<file path="src/rtl/measure_pkg.sv">
`default_nettype none
// +----------------------------------------------------------------------------+
// | measure_pkg                                                                |
// | Shared XGMII characters, frame word/lane positions and FSM state type.     |
// | Revision: 1.0                                                              |
// +----------------------------------------------------------------------------+
package measure_pkg;

   localparam logic [7:0] XG_START = 8'hFB;
   localparam logic [7:0] XG_TERM  = 8'hFD;
   localparam logic [7:0] XG_ERR   = 8'hFE;
   localparam logic [7:0] XG_IDLE  = 8'h07;

   localparam logic [2:0] IP_WORD    = 3'd4;
   localparam logic [2:0] TS_WORD    = 3'd6;
   localparam int unsigned TS_LANE_LO = 2;

   typedef enum logic [1:0] {
      IDLE = 2'd0,
      RECV = 2'd1,
      DROP = 2'd2
   } state_t;

   // Four consecutive lanes starting at lo, lowest lane in the MSBs (network order).
   function automatic logic [31:0] lane_word(input logic [63:0] rxd, input int unsigned lo);
      return {rxd[8*lo +: 8], rxd[8*(lo+1) +: 8], rxd[8*(lo+2) +: 8], rxd[8*(lo+3) +: 8]};
   endfunction

endpackage : measure_pkg
`default_nettype wire

</file>
<file path="src/rtl/xgmii_term_find.sv">
`default_nettype none
// +----------------------------------------------------------------------------+
// | xgmii_term_find                                                            |
// | Locates the first terminate lane in a word and flags error/illegal control.|
// | Revision: 1.0                                                              |
// +----------------------------------------------------------------------------+
module xgmii_term_find
   import measure_pkg::*;
(
   input  logic [63:0] rxd,
   input  logic [7:0]  rxc,
   output logic        term_hit,
   output logic [2:0]  term_lane,
   output logic        err_hit
);

   // Control lanes after the terminate are idle fill; only FE there is an error.
   always_comb begin
      term_hit  = 1'b0;
      term_lane = 3'd0;
      err_hit   = 1'b0;
      for (int k = 0; k < 8; k++) begin
         if (rxc[k]) begin
            if (rxd[8*k +: 8] == XG_ERR) begin
               err_hit = 1'b1;
            end else if (rxd[8*k +: 8] == XG_TERM) begin
               if (!term_hit) begin
                  term_hit  = 1'b1;
                  term_lane = 3'(k);
               end
            end else if (!term_hit) begin
               err_hit = 1'b1;
            end
         end
      end
   end

endmodule : xgmii_term_find
`default_nettype wire

</file>
<file path="src/rtl/xgmii_rx_measure.sv">
`default_nettype none
// +----------------------------------------------------------------------------+
// | xgmii_rx_measure                                                           |
// | XGMII RX frame validation with per-second pps/byte rates and latency.      |
// | Revision: 1.0                                                              |
// +----------------------------------------------------------------------------+
module xgmii_rx_measure
   import measure_pkg::*;
#(
   parameter int unsigned CLK_HZ  = 156250000,
   parameter int unsigned MIN_LEN = 64
) (
   input  logic        sys_clk,
   input  logic        sys_rst_n,
   input  logic [63:0] xgmii_rxd,
   input  logic [7:0]  xgmii_rxc,
   input  logic [31:0] global_counter,
   output logic [31:0] rx_pps,
   output logic [31:0] rx_throughput,
   output logic [23:0] rx_latency,
   output logic [31:0] rx_ipv4_ip
);

   localparam logic [31:0] c_TIMER_RELOAD = 32'(CLK_HZ - 1);
   localparam logic [15:0] c_MIN_LEN      = 16'(MIN_LEN);

   state_t      r_state;
   state_t      w_state_nxt;
   logic [2:0]  r_word;
   logic [15:0] r_len;
   logic [31:0] r_ip_cand;
   logic [31:0] r_ts_cand;
   logic [31:0] r_timer;
   logic [31:0] r_pkt_acc;
   logic [31:0] r_byte_acc;

   logic        w_start;
   logic        w_all_idle;
   logic        w_term_hit;
   logic [2:0]  w_term_lane;
   logic        w_err_hit;
   logic        w_in_frame;
   logic        w_beat;
   logic        w_good;
   logic [16:0] w_len_sum;
   logic [15:0] w_frame_len;
   logic [31:0] w_lat_raw;
   logic        w_tick;
   logic [32:0] w_pkt_sum;
   logic [32:0] w_byte_sum;
   logic [31:0] w_pkt_next;
   logic [31:0] w_byte_next;

   xgmii_term_find u_term_find (
      .rxd       (xgmii_rxd),
      .rxc       (xgmii_rxc),
      .term_hit  (w_term_hit),
      .term_lane (w_term_lane),
      .err_hit   (w_err_hit)
   );

   assign w_start    = xgmii_rxc[0] && (xgmii_rxd[7:0] == XG_START);
   assign w_all_idle = (xgmii_rxc == 8'hFF) && (xgmii_rxd == {8{XG_IDLE}});

   always_ff @(posedge sys_clk or negedge sys_rst_n) begin
      if (!sys_rst_n) r_state <= IDLE;
      else            r_state <= w_state_nxt;
   end

   always_comb begin
      w_state_nxt = r_state;
      case (r_state)
         IDLE: if (w_start) w_state_nxt = RECV;
         RECV: begin
            if (w_start)         w_state_nxt = RECV;
            else if (w_err_hit)  w_state_nxt = DROP;
            else if (w_term_hit) w_state_nxt = IDLE;
         end
         DROP: begin
            if (w_start)                       w_state_nxt = RECV;
            else if (w_term_hit || w_all_idle) w_state_nxt = IDLE;
         end
         default: w_state_nxt = IDLE;
      endcase
   end

   assign w_len_sum   = {1'b0, r_len} + {14'd0, w_term_lane};
   assign w_frame_len = w_len_sum[16] ? 16'hFFFF : w_len_sum[15:0];

   // A restart word inside RECV takes priority over any terminate/error decode.
   always_comb begin
      w_in_frame = 1'b0;
      w_beat     = 1'b0;
      w_good     = 1'b0;
      if (r_state == RECV && !w_start) begin
         w_in_frame = 1'b1;
         w_beat     = !w_err_hit && !w_term_hit;
         w_good     = !w_err_hit && w_term_hit && (r_word == 3'd7) &&
                      (w_frame_len >= c_MIN_LEN);
      end
   end

   always_ff @(posedge sys_clk or negedge sys_rst_n) begin
      if (!sys_rst_n) begin
         r_word    <= 3'd0;
         r_len     <= 16'd0;
         r_ip_cand <= 32'd0;
         r_ts_cand <= 32'd0;
      end else if (w_start) begin
         r_word <= 3'd1;
         r_len  <= 16'd0;
      end else if (w_in_frame) begin
         if (r_word == IP_WORD) r_ip_cand <= lane_word(xgmii_rxd, TS_LANE_LO);
         if (r_word == TS_WORD) r_ts_cand <= lane_word(xgmii_rxd, TS_LANE_LO);
         if (w_beat) begin
            if (r_word != 3'd7) r_word <= r_word + 3'd1;
            r_len <= (r_len > 16'hFFF7) ? 16'hFFFF : r_len + 16'd8;
         end
      end
   end

   assign w_lat_raw = global_counter - r_ts_cand;

   always_ff @(posedge sys_clk or negedge sys_rst_n) begin
      if (!sys_rst_n) begin
         rx_latency <= 24'd0;
         rx_ipv4_ip <= 32'd0;
      end else if (w_good) begin
         rx_latency <= (|w_lat_raw[31:24]) ? 24'hFFFFFF : w_lat_raw[23:0];
         rx_ipv4_ip <= r_ip_cand;
      end
   end

   assign w_tick      = (r_timer == 32'd0);
   assign w_pkt_sum   = {1'b0, r_pkt_acc} + {32'd0, w_good};
   assign w_byte_sum  = {1'b0, r_byte_acc} + {17'd0, (w_good ? w_frame_len : 16'd0)};
   assign w_pkt_next  = w_pkt_sum[32]  ? 32'hFFFFFFFF : w_pkt_sum[31:0];
   assign w_byte_next = w_byte_sum[32] ? 32'hFFFFFFFF : w_byte_sum[31:0];

   always_ff @(posedge sys_clk or negedge sys_rst_n) begin
      if (!sys_rst_n) begin
         r_timer       <= c_TIMER_RELOAD;
         r_pkt_acc     <= 32'd0;
         r_byte_acc    <= 32'd0;
         rx_pps        <= 32'd0;
         rx_throughput <= 32'd0;
      end else if (w_tick) begin
         r_timer       <= c_TIMER_RELOAD;
         r_pkt_acc     <= 32'd0;
         r_byte_acc    <= 32'd0;
         rx_pps        <= w_pkt_next;
         rx_throughput <= w_byte_next;
      end else begin
         r_timer    <= r_timer - 32'd1;
         r_pkt_acc  <= w_pkt_next;
         r_byte_acc <= w_byte_next;
      end
   end

endmodule : xgmii_rx_measure
`default_nettype wire
</file>
<file path="config.mk">
export PLATFORM = sky130hd
export DESIGN_NAME = xgmii_rx_measure
export DESIGN_NICKNAME = d
export VERILOG_FILES = /design/src/rtl/measure_pkg.sv /design/src/rtl/xgmii_term_find.sv /design/src/rtl/xgmii_rx_measure.sv
export SDC_FILE = /design/constraint.sdc
export NUM_CORES = 1
export LEC_CHECK = 0
export BUFFER_PORTS_ARGS = -buffer_cell sky130_fd_sc_hd__buf_2
export CAP_MARGIN = 20
export CORE_MARGIN = 1.5
export CORE_UTILIZATION = 25
export CTS_BUF_LIST = sky130_fd_sc_hd__clkbuf_16
export DETAILED_ROUTE_END_ITERATION = 8
export HOLD_SLACK_MARGIN = 0.02
export PLACE_DENSITY = 0.41
export SETUP_SLACK_MARGIN = 0.05
export SYNTH_ARGS = -nofsm -noshare
export SYNTH_HDL_FRONTEND = slang
export SYNTH_HIERARCHICAL = 1
export SYNTH_SLANG_ARGS = --single-unit
</file>
<file path="constraint.sdc">
create_clock -name sys_clk -period 8.33 [get_ports sys_clk]
set_input_delay 0.833 -clock sys_clk [delete_from_list [all_inputs] [get_ports sys_clk]]
set_output_delay 0.833 -clock sys_clk [all_outputs]
set_load 0.03 [all_outputs]
</file>
After elaboration in Yosys (flattened, before gate mapping)
Index checks and enable logic that the tools add are counted.

Logic and storage cells: 181. Bits of input ports: 106. Bits in registers: 301.

Muxes and demuxes: 109. Order comparisons: 2. Add/subtract/negate cells: 7. Reduce and logical (&&, ||, !) cells: 22. Equality and inequality tests: 28. Bitwise logic cells: 1.

Operators with widths (number): $mux W32 (5); $eq A8 B8 Y1 const B (18); $mux W16 (6); $mux W3 (31); $eq A64 B59 Y1 const B (1); $mux W1 (59); $add A32 B1 Y33 (1); $add A32 B16 Y33 (1); $logic_not A32 Y1 (1); $sub A32 B1 Y32 const B (1); $sub A32 B32 Y32 (1); $mux W24 (1); $add A16 B3 Y17 (1); $add A16 B4 Y16 const B (1); $ge A16 B7 Y1 const B (1); $gt A16 B16 Y1 const B (1); $mux W2 (6); $reduce_and A3 Y1 (4); $eq A3 B3 Y1 const B (3); $reduce_or A8 Y1 (1); $logic_and A1 B1 Y1 (7); $ne A3 B3 Y1 const B (2); $pmux W2 S3 (1); $reduce_bool A2 Y1 (3); 10 further kinds (12).

Longest topological paths before layout
Gate-level depths: netlist (run 1).

Depth in word-level cells: 41. Mapped depth: 27. Mapped depth without buffers: 25.

Hierarchy
Netlist (run 1), hierarchy kept.

By module, submodules not included: xgmii_rx_measure (cells each 1604, area each 15661.3 µm², instances 1, sequential area each 7499.7 µm²); xgmii_term_find (cells each 83, area each 488.0 µm², instances 1, sequential area each 0.0 µm²).

Worst setup path before layout (run 1)
No wires, ideal clock.

Path type: input to register. Start point: input xgmii_rxd[30]. End point: register rx_throughput[10]. Required time: 8.197 ns. Path buffers: 2. Stages on the path: 26. Arrival time: 6.754 ns. Setup slack: 1.443 ns. Cells stage by stage: nand4_1 or4b_1 nand4_1 nor3_1 a21oi_1 nand2_1 ha_1 fa_1 a21oi_1 o41ai_1 mux2_2 o32ai_1 a31oi_1 clkbuf_1 o21a_1 ha_1 fa_1 a211oi_1 nor2_1 o31a_1 a21o_1 a2111oi_2 nor4_1 clkbuf_1 nor2_1 o21ai_0.

Word-level cells in the longest chain between the ends: 28. Elaborated cells on any way between the ends: 66.

RTL lines: from (decl) (RTL line xgmii_rx_measure.sv:15) `input logic [63:0] xgmii_rxd,`; $eq A8 B8 Y1 (RTL line xgmii_term_find.sv:26) `end else if (rxd[8*k +: 8] == XG_TERM) begin`; $mux W3 / $mux W1 (equally long branches) (RTL line xgmii_term_find.sv:26); $mux W3 / $mux W1 (equally long branches) (RTL line xgmii_term_find.sv:24) `if (rxd[8*k +: 8] == XG_ERR) begin`; $mux W3 / $mux W1 (equally long branches) (RTL line xgmii_term_find.sv:23) `if (rxc[k]) begin`; $mux W3 (RTL line xgmii_term_find.sv:27) `if (!term_hit) begin`; $mux W3 (RTL line xgmii_term_find.sv:26); $mux W3 (RTL line xgmii_term_find.sv:24); $mux W3 (RTL line xgmii_term_find.sv:23); (+12 left out); named net w_term_lane[0] (RTL line xgmii_rx_measure.sv:40) `logic [2:0] w_term_lane;`; $add A16 B3 Y17 * (RTL line xgmii_rx_measure.sv:87) `assign w_len_sum = {1'b0, r_len} + {14'd0, w_term_lane};`; $mux W16 * (RTL line xgmii_rx_measure.sv:88) `assign w_frame_len = w_len_sum[16] ? 16'hFFFF : w_len_sum[15:0];`; $ge A16 B7 Y1 (RTL line xgmii_rx_measure.sv:99) `(w_frame_len >= c_MIN_LEN);`; $logic_and A1 B1 Y1 (RTL line xgmii_rx_measure.sv:98) `w_good = !w_err_hit && w_term_hit && (r_word == 3'd7) &&`; $mux W1 (RTL line xgmii_rx_measure.sv:95) `if (r_state == RECV && !w_start) begin`; $mux W16 * (RTL line xgmii_rx_measure.sv:136) `assign w_byte_sum = {1'b0, r_byte_acc} + {17'd0, (w_good ? w_frame_len : 16'd0)};`; $add A32 B16 Y33 * (RTL line xgmii_rx_measure.sv:136); $mux W32 * (RTL line xgmii_rx_measure.sv:138) `assign w_byte_next = w_byte_sum[32] ? 32'hFFFFFFFF : w_byte_sum[31:0];`; to (signal assigned) (RTL line xgmii_rx_measure.sv:152) `rx_throughput <= w_byte_next;`; to (decl) (RTL line xgmii_rx_measure.sv:19) `output logic [31:0] rx_throughput,`.

The timed path passes the listed nets; every way through them passes the cells marked *. A chain may end at the register's enable or synchronous reset.

Final worst setup path (run 1)
Start point: input xgmii_rxd[31]. End point: register rx_throughput[0].

The elaborated chain is that of the path after synthesis.

==> out/metrics.csv, run 1 <==
stage;metric;value;unit
critical_path;path_max_fanout;19;
timing;max_slew_margin;0.365;
floorplan;core_area;63400;um2
floorplan;die_w;257;um
yosys;async_flop_share;1.00;
detailed_routing;met2WireLength;23.1;mm
yosys;yosys_warnings;6;
critical_path;cp_data_required_time;8.73;ns
yosys;synth-seq-cells;299;
clock_network;cts_tree;built;
pwr;finalPower;3.22;mW
pwr;leakage;9.36;nW
clock_network;post_cts_resized;0;
yosys;synth_cells;1687;
clock_network;clkSlewWorstSetupHoldPaths;0.06;ns
clock_network;cts_buffer_depth;3;
timing;whs;0.345;ns
timing;slew_violations;0;
final_layout;utilization;0.306;
timing;period_minus_slack;6.79;ns
detailed_routing;wl_met3;2.13;mm
clock_network;postCtsSetupRepairBufs;0;
yosys;synth_enable_flop_cells;0;
final_layout;nets;2070;
yosys;yosysUniqueCellTypes;72;
placement;io_buffer_count;225;
clock_network;cts_sinks;299;
floorplan;die_y;257;um
detailed_routing;drt_wl_total;50.0;mm
floorplan;rows;92;
timing;finalClockSkew;0.0211;ns
yosys;syn_area_per_cell;9.57;um2
critical_path;arrival;7.19;ns
yosys;ys.flop_type;dfrtp_1;
global_route;grt_pass1_wl;78.2;mm
detailed_routing;firstDrtPassIters;5;
yosys;syn_area;16100;um2
critical_path;start_kind;input pin;
yosys;synthesis.nets;1854;
timing;finalSetupViolations;0;
run_status;outcome;complete, no violations;
clock_network;clock_latency;0.57;ns
final_layout;area_growth;20.3;%
placement;dp_hpwl;37.5;mm
timing;finalHoldViolCount;0;
detailed_routing;routed_via_density;4.77;
clock_network;clock-root-buffer;clkbuf_16;
detailed_routing;ant_nets;0;
detailed_routing;vias;13245;
global_route;grtUsageTotal;0.150;
detailed_routing;dr.max_layer_used;met5;
clock_network;cts_buffers;39;
timing;tightest_slew;0.944;ns
critical_path;end_kind;register;
global_route;grt_overflow;0;
detailed_routing;wl_per_cell;18.0;um
detailed_routing;drc;0;
yosys;yosysSeqAreaShare;0.464;
timing;rsz0062_at_grt;no;
global_route;grt_max_degree;109;
critical_path;reg2reg_slack;2.84;ns
pwr;ir_worst_vdd;0.000118;V
clock_network;ctsHoldBuffers;0;
critical_path;worstSetupPathType;input pin to register;
job;drv_cap;0;
detailed_routing;drtIter0Drc;795;
hold_path;hold_path_class;input pin to async pin;
floorplan;io_pins;226;
global_route;grt_pass1_vias;13263;
final_layout;drive_above_1_share;0.223;
detailed_routing;wl_met1;23.5;mm
clock_network;htreeDepth;2;
timing;tns;0;ns
timing;fmaxAchievable;0.147;GHz
pwr;power_density;166;nW/um2
placement;gp_congestion;0.857;
global_route;antenna_found_initial;4;
floorplan;dieArea;66100;um2
floorplan;initial_core_util;0.255;
timing;period_share;0.815;
final_layout;antenna_cells;0;
==> cells in the mapped netlist, drive strengths merged, types with 10 or more instances <==
cell	number	area (um2)
nand2	160	601
xnor2	60	526
nor3	69	357
clkbuf	50	188
a21o	22	165
dfrtp	285	7130
ha	58	726
nand3	50	250
a21boi	12	90.1
a31oi	47	294
mux2	100	1130
nor2	213	800
buf	18	97.6
or4	10	78.8
nand4	31	194
nand2b	13	81.3
xor2	43	377
a21oi	73	365
a211oi	18	135
inv	64	240
nor4	22	153
and3	23	144
and2	11	68.8
o21ai	95	475
dfstp	14	368
==> state kept, by name, summed over array words and instances, names as in the netlist <==
name           cells
r_byte_acc        32
r_ts_cand         32
r_pkt_acc         32
r_word             3
rx_throughput     32
r_timer           32
rx_latency        24
rx_pps            32
r_state            2
r_len             14
rx_ipv4_ip        32
r_ip_cand         32
==> metrics by stage <==
stage / cells / setup slack, ns / area, um2
4_1_cts: 2777 / 1.54 / 19400
3_5_place_dp: 2706 / 0.985 / 18200
2_1_floorplan: 1687 / 1.44 / 16100
6_report: 2779 / 1.54 / 19400
3_3_place_gp: 2706 / 1.07 / 18200
5_1_grt: 2779 / 0.994 / 19400
==> worst max-delay path, stage by stage <==
cell and delay (ns):
buf_2 0.12, nand4_1 0.18, or4b_1 0.62, nand4_1 0.26
nor3_1 0.07, a21oi_1 0.15, nand2_1 0.09, ha_1 0.21
fa_1 0.40, a21oi_1 0.36, o41ai_1 0.13, mux2_2 0.27
o32ai_1 0.40, a31oi_4 0.22, o21a_1 0.17, ha_1 0.22
fa_1 0.43, a211oi_1 0.25, nor2_1 0.10, o31a_1 0.30
a21o_1 0.20, a2111oi_2 0.35, buf_4 0.22, nor4_2 0.05
buf_4 0.20, nor2_1 0.23, o21ai_0 0.12
==> final timing paths <==
| kind | start | end | depth (start not counted) |
|---|---|---|---|
| max in group asynchronous | sys_rst_n | r_timer[24] | 3 |
| worst max register to register | r_len[1] | rx_throughput[0] | 20 |
| worst max-delay path | xgmii_rxd[31] | rx_throughput[0] | 27 |
| min in group sys_clk | r_timer[0] | r_timer[0] | 1 |
| worst min register to register | r_timer[0] | r_timer[0] | 1 |
| worst min-delay path | sys_rst_n | rx_throughput[28] | 1 |
==> cell families (layout without fill, tap and decap cells) <==
| group | after synthesis | count (layout) | share of synthesized area |
|---|---|---|---|
| AOI/OAI and AO/OA | 334 | 334 | 0.131 |
| xor gates and xnor gates | 103 | 103 | 0.0559 |
| adders and majority gates | 61 | 61 | 0.0487 |
| buffers and inverters | 132 | 378 | 0.0325 |
| DFF | 299 | 299 | 0.464 |
| muxes | 109 | 109 | 0.0753 |
| and+or+nand+nor | 649 | 649 | 0.192 |
==> power by group <==
group          internal [mW]  switching, mW  leakage, nW  total [mW]
clock network          0.883          0.671        0.617        1.55
logic                 0.0697          0.139         4.64       0.209
registers               1.46        0.00219         4.11        1.46
==> cell usage in the layout (no fill, tap or decap), types with 39 or more instances in the layout <==
master	Yosys	final
a21oi_1	73	73
a31oi_1	47	46
buf_2	12	224
clkbuf_16	0	39
dfrtp_1	285	285
ha_1	58	58
inv_1	64	75
mux2_2	100	100
nand2_1	160	160
nand3_1	50	48
nor2_1	213	213
nor3_1	68	68
o21ai_0	95	95
xnor2_1	60	60
xor2_1	43	43
==> final cells by class <==
| cell class | instances | area, um2 |
|---|---|---|
| inverters | 64 | 240 |
| multi-input cells | 1256 | 8170 |
| flip-flops and latches | 299 | 7500 |
| clock buffers | 39 | 976 |
| repair buffers | 243 | 1300 |
| well taps | 846 | 1060 |
| fillers | 6612 | 44000 |
| clock inverters | 32 | 183 |
==> layer usage <==
metal | global-route usage | up-vias
met5 | 0 | -
met4 | 0.0456 | 2
met3 | 0.0257 | 70
met2 | 0.239 | 256
met1 | 0.206 | 6446
li1 | - | 6471
No activity file was read; power rests on OpenSTA's default activity.
==> run 2, diff against run 1 <==
Settings changed: ABC_AREA set to 1, PLACE_DENSITY 0.41 to 0.42.
Clock period 8.33 ns to 5.7 ns, I/O delays scaled along.
==> out/metrics.csv, run 2 <==
stage;metric;value;unit;change
run_status;outcome;complete, no violations;;
final_layout;area_growth;23.8;%;
timing;max_slew_margin;0.345;;-0.0202
placement;dp_cells;3703;;+37%
detailed_routing;routed_via_density;4.41;;-7.5%
placement;gp_congestion;0.881;;+2.8%
detailed_routing;firstDrtPassIters;5;;unchanged
pwr;ir_worst_vdd;0.000166;V;+41%
floorplan;die_w;269;um;+4.5%
yosys;synth_cells;2486;;+47%
final_layout;nets;2973;;+44%
global_route;grt_overflow;0;;unchanged
critical_path;r2r.worst_path.cells;27;;+35%
timing;finalClockSkew;0.0301;ns;+0.00904 ns
pwr;power_density;227;nW/um2;+37%
critical_path;r2r-end;rx_throughput[10];;
timing;period_minus_slack;5.16;ns;
floorplan;io_pins;226;;unchanged
global_route;grt_pass1_wl;93.0;mm;+19%
final_layout;drive_above_1_share;0.159;;-0.0639
clock_network;cts_buffers;39;;unchanged
yosys;synth_common_cells;nand2_1, inv_1, nor2_1;;
final_layout;fin_area;21800;um2;+13%
final_layout;num-fill-cells;7731;;+17%
clock_network;clock_latency;0.58;ns;about the same
critical_path;start_kind;input pin;;
yosys;synth.area.top_cells;dfrtp_1, nand2_1, inv_1;;
global_route;grtUsageTotal;0.165;;+0.0150
final_layout;stdcell_count;3775;;+36%
clock_network;cts_sinks;299;;unchanged
clock_network;cts_buffer_depth;3;;unchanged
yosys;synth-seq-cells;299;;unchanged
yosys;synth_enable_flop_cells;0;;unchanged
yosys;async_flop_share;1.00;;unchanged
detailed_routing;drtIter0Drc;939;;+18%
pwr;leakage;12.1;nW;+29%
timing;finalSetupViolations;0;;unchanged
detailed_routing;drt_wl_total;59.1;mm;+18%
critical_path;max_stage_delay;0.40;ns;-0.22 ns
hold_path;holdPathEnd;r_ts_cand[5];;
critical_path;arrival;5.57;ns;-1.62 ns
yosys;synthesis.nets;2653;;+43%
floorplan;core_area;69900;um2;+10%
yosys;yosysUniqueCellTypes;43;;-40%
detailed_routing;vias;16639;;+26%
hold_path;worstHoldPathCells;3;;
timing;period_share;0.906;;
critical_path;critPathSlowestCell;fa_1;;
placement;dp_slack;-0.211;ns;-1.20 ns
timing;slew_violations;0;;unchanged
timing;finalHoldViolCount;0;;unchanged
floorplan;initial_core_util;0.253;;-0.00211
placement;dp_hpwl;45.8;mm;+22%
detailed_routing;wl_per_cell;15.7;um;-13%
hold_path;min_from;xgmii_rxd[45];;
critical_path;path_max_fanout;11;;-8
critical_path;reg2reg_slack;1.25;ns;-1.59 ns
floorplan;die_y;269;um;+4.5%
critical_path;worstSetupPathType;input pin to register;;
yosys;syn_area_per_cell;7.10;um2;-26%
hold_path;hold_path_class;input pin to register;;
global_route;antenna_found_initial;2;;-2
clock_network;htreeDepth;2;;unchanged
yosys;yosysSeqAreaShare;0.425;;-0.0395
floorplan;dieArea;72200;um2;+9.2%
timing;tightest_slew;0.974;ns;+0.0300 ns
clock_network;clkSlewWorstSetupHoldPaths;0.06;ns;about the same
yosys;synth_area_leader_cell;dfrtp_1;;
detailed_routing;ant_nets;0;;unchanged
timing;fmaxAchievable;0.194;GHz;
yosys;ys.flop_type;dfrtp_1;;
placement;io_buffer_count;225;;unchanged
global_route;grt_max_degree;113;;+3.7%
job;drv_cap;0;;unchanged
floorplan;rows;97;;+5.4%
final_layout;antenna_cells;0;;unchanged
placement;dpl-instance-area;20600;um2;+13%
yosys;yosys_warnings;6;;unchanged
global_route;grt_pass1_vias;16805;;+27%
yosys;synth.most_common_cell;nand2_1;;
timing;rsz0062_at_grt;no;;
critical_path;cpMostUsedCell;nand2_1;;
final_layout;final_cell_mix;nand2_1, inv_1, dfrtp_1;;
timing;layout_setup_ws;0.539;ns;-1.00 ns
critical_path;reg2reg_from;r_len[1];;
clock_network;clock-root-buffer;clkbuf_16;;
critical_path;end_kind;register;;
final_layout;final_common_cell;nand2_1;;
critical_path;cp_data_required_time;6.11;ns;-2.62 ns
detailed_routing;drc;0;;unchanged
yosys;syn_area;17700;um2;+9.3%
yosys;netlist.area_leader.share;0.404;;-0.0376
clock_network;cts_tree;built;;
run 2: stage by stage:
step	hold WS [ns]	power, mW	setup TNS [ns]	util
final	0.333	4.97	0	0.313
after global routing	0.319	5.21	0	0.313
after CTS	0.299	5.07	0	0.312
after detailed placement	0.453	2.59	-0.632	0.294
after global placement	0.446	2.59	-0.277	0.294
after floorplan	0.274	2.40	0	-
run 2: routing by layer:
| metal | up-vias | wire, um | global-route usage |
|---|---|---|---|
| met4 | 4 | 1140 | 0.0413 |
| met2 | 291 | 27900 | 0.281 |
| met3 | 72 | 2670 | 0.0280 |
| li1 | 8425 | - | - |
| met5 | - | 30 | 0 |
| met1 | 7847 | 27400 | 0.215 |
run 2: cell type report:
| cell class | count | area, um2 | area share |
|---|---|---|---|
| clock buffers | 39 | 976 | 0.0447 |
| well taps | 940 | 1180 | 0.0538 |
| inverters | 363 | 1360 | 0.0624 |
| multi-input cells | 1768 | 8570 | 0.392 |
| clock inverters | 31 | 258 | 0.0118 |
| flip-flops and latches | 299 | 7500 | 0.343 |
| repair buffers | 335 | 2000 | 0.0917 |
run 2: worst max-delay path by stage:
| stage | startpoint | to | slack (ns) | depth (start not counted) |
|---|---|---|---|---|
| detailed placement | xgmii_rxd[37] | rx_throughput[10] | -0.21 | 38 |
| finish | xgmii_rxd[29] | rx_throughput[10] | 0.54 | 39 |
| global placement | xgmii_rxd[25] | rx_throughput[10] | -0.15 | 40 |
| CTS | xgmii_rxd[37] | rx_throughput[10] | 0.36 | 38 |
| global route | xgmii_rxd[1] | rx_throughput[17] | 0.1 | 39 |
| floorplan | xgmii_rxd[37] | rx_throughput[9] | 0.58 | 37 |
run 2: power breakdown:
| part | total (mW) | internal, mW | switching, mW |
|---|---|---|---|
| registers | 2.14 | 2.13 | 0.0115 |
| clock network | 2.41 | 1.39 | 1.02 |
| logic | 0.411 | 0.135 | 0.276 |
| total | 4.97 | 3.65 | 1.31 |
run 2: critical path, delay by kind of cell:
family	cells	cell delay [ns]
simple gates	24	2.42
buf+inv	6	0.61
xor+xnor	1	0.24
compound gates	4	0.49
fa+ha+maj	4	1.23
run 2: logic make-up (layout without fill, tap and decap cells):
family,Yosys count,in the layout,synth area share
adder cells (fa/ha/maj),61,61,0.0445
flip-flops,299,299,0.425
AND/OR/NAND/NOR,1355,1355,0.319
XOR/XNOR,80,80,0.0397
buffers and inverters,419,768,0.0921
AO/OA/AOI/OAI,272,272,0.0803
run 2: what timing repair did:
item,in CTS,in global routing
hold buffers,1,0
setup buffers,0,0
gates resized for setup,0,8
endpoints found under the setup margin,0,34
endpoints found under the hold margin,60,0
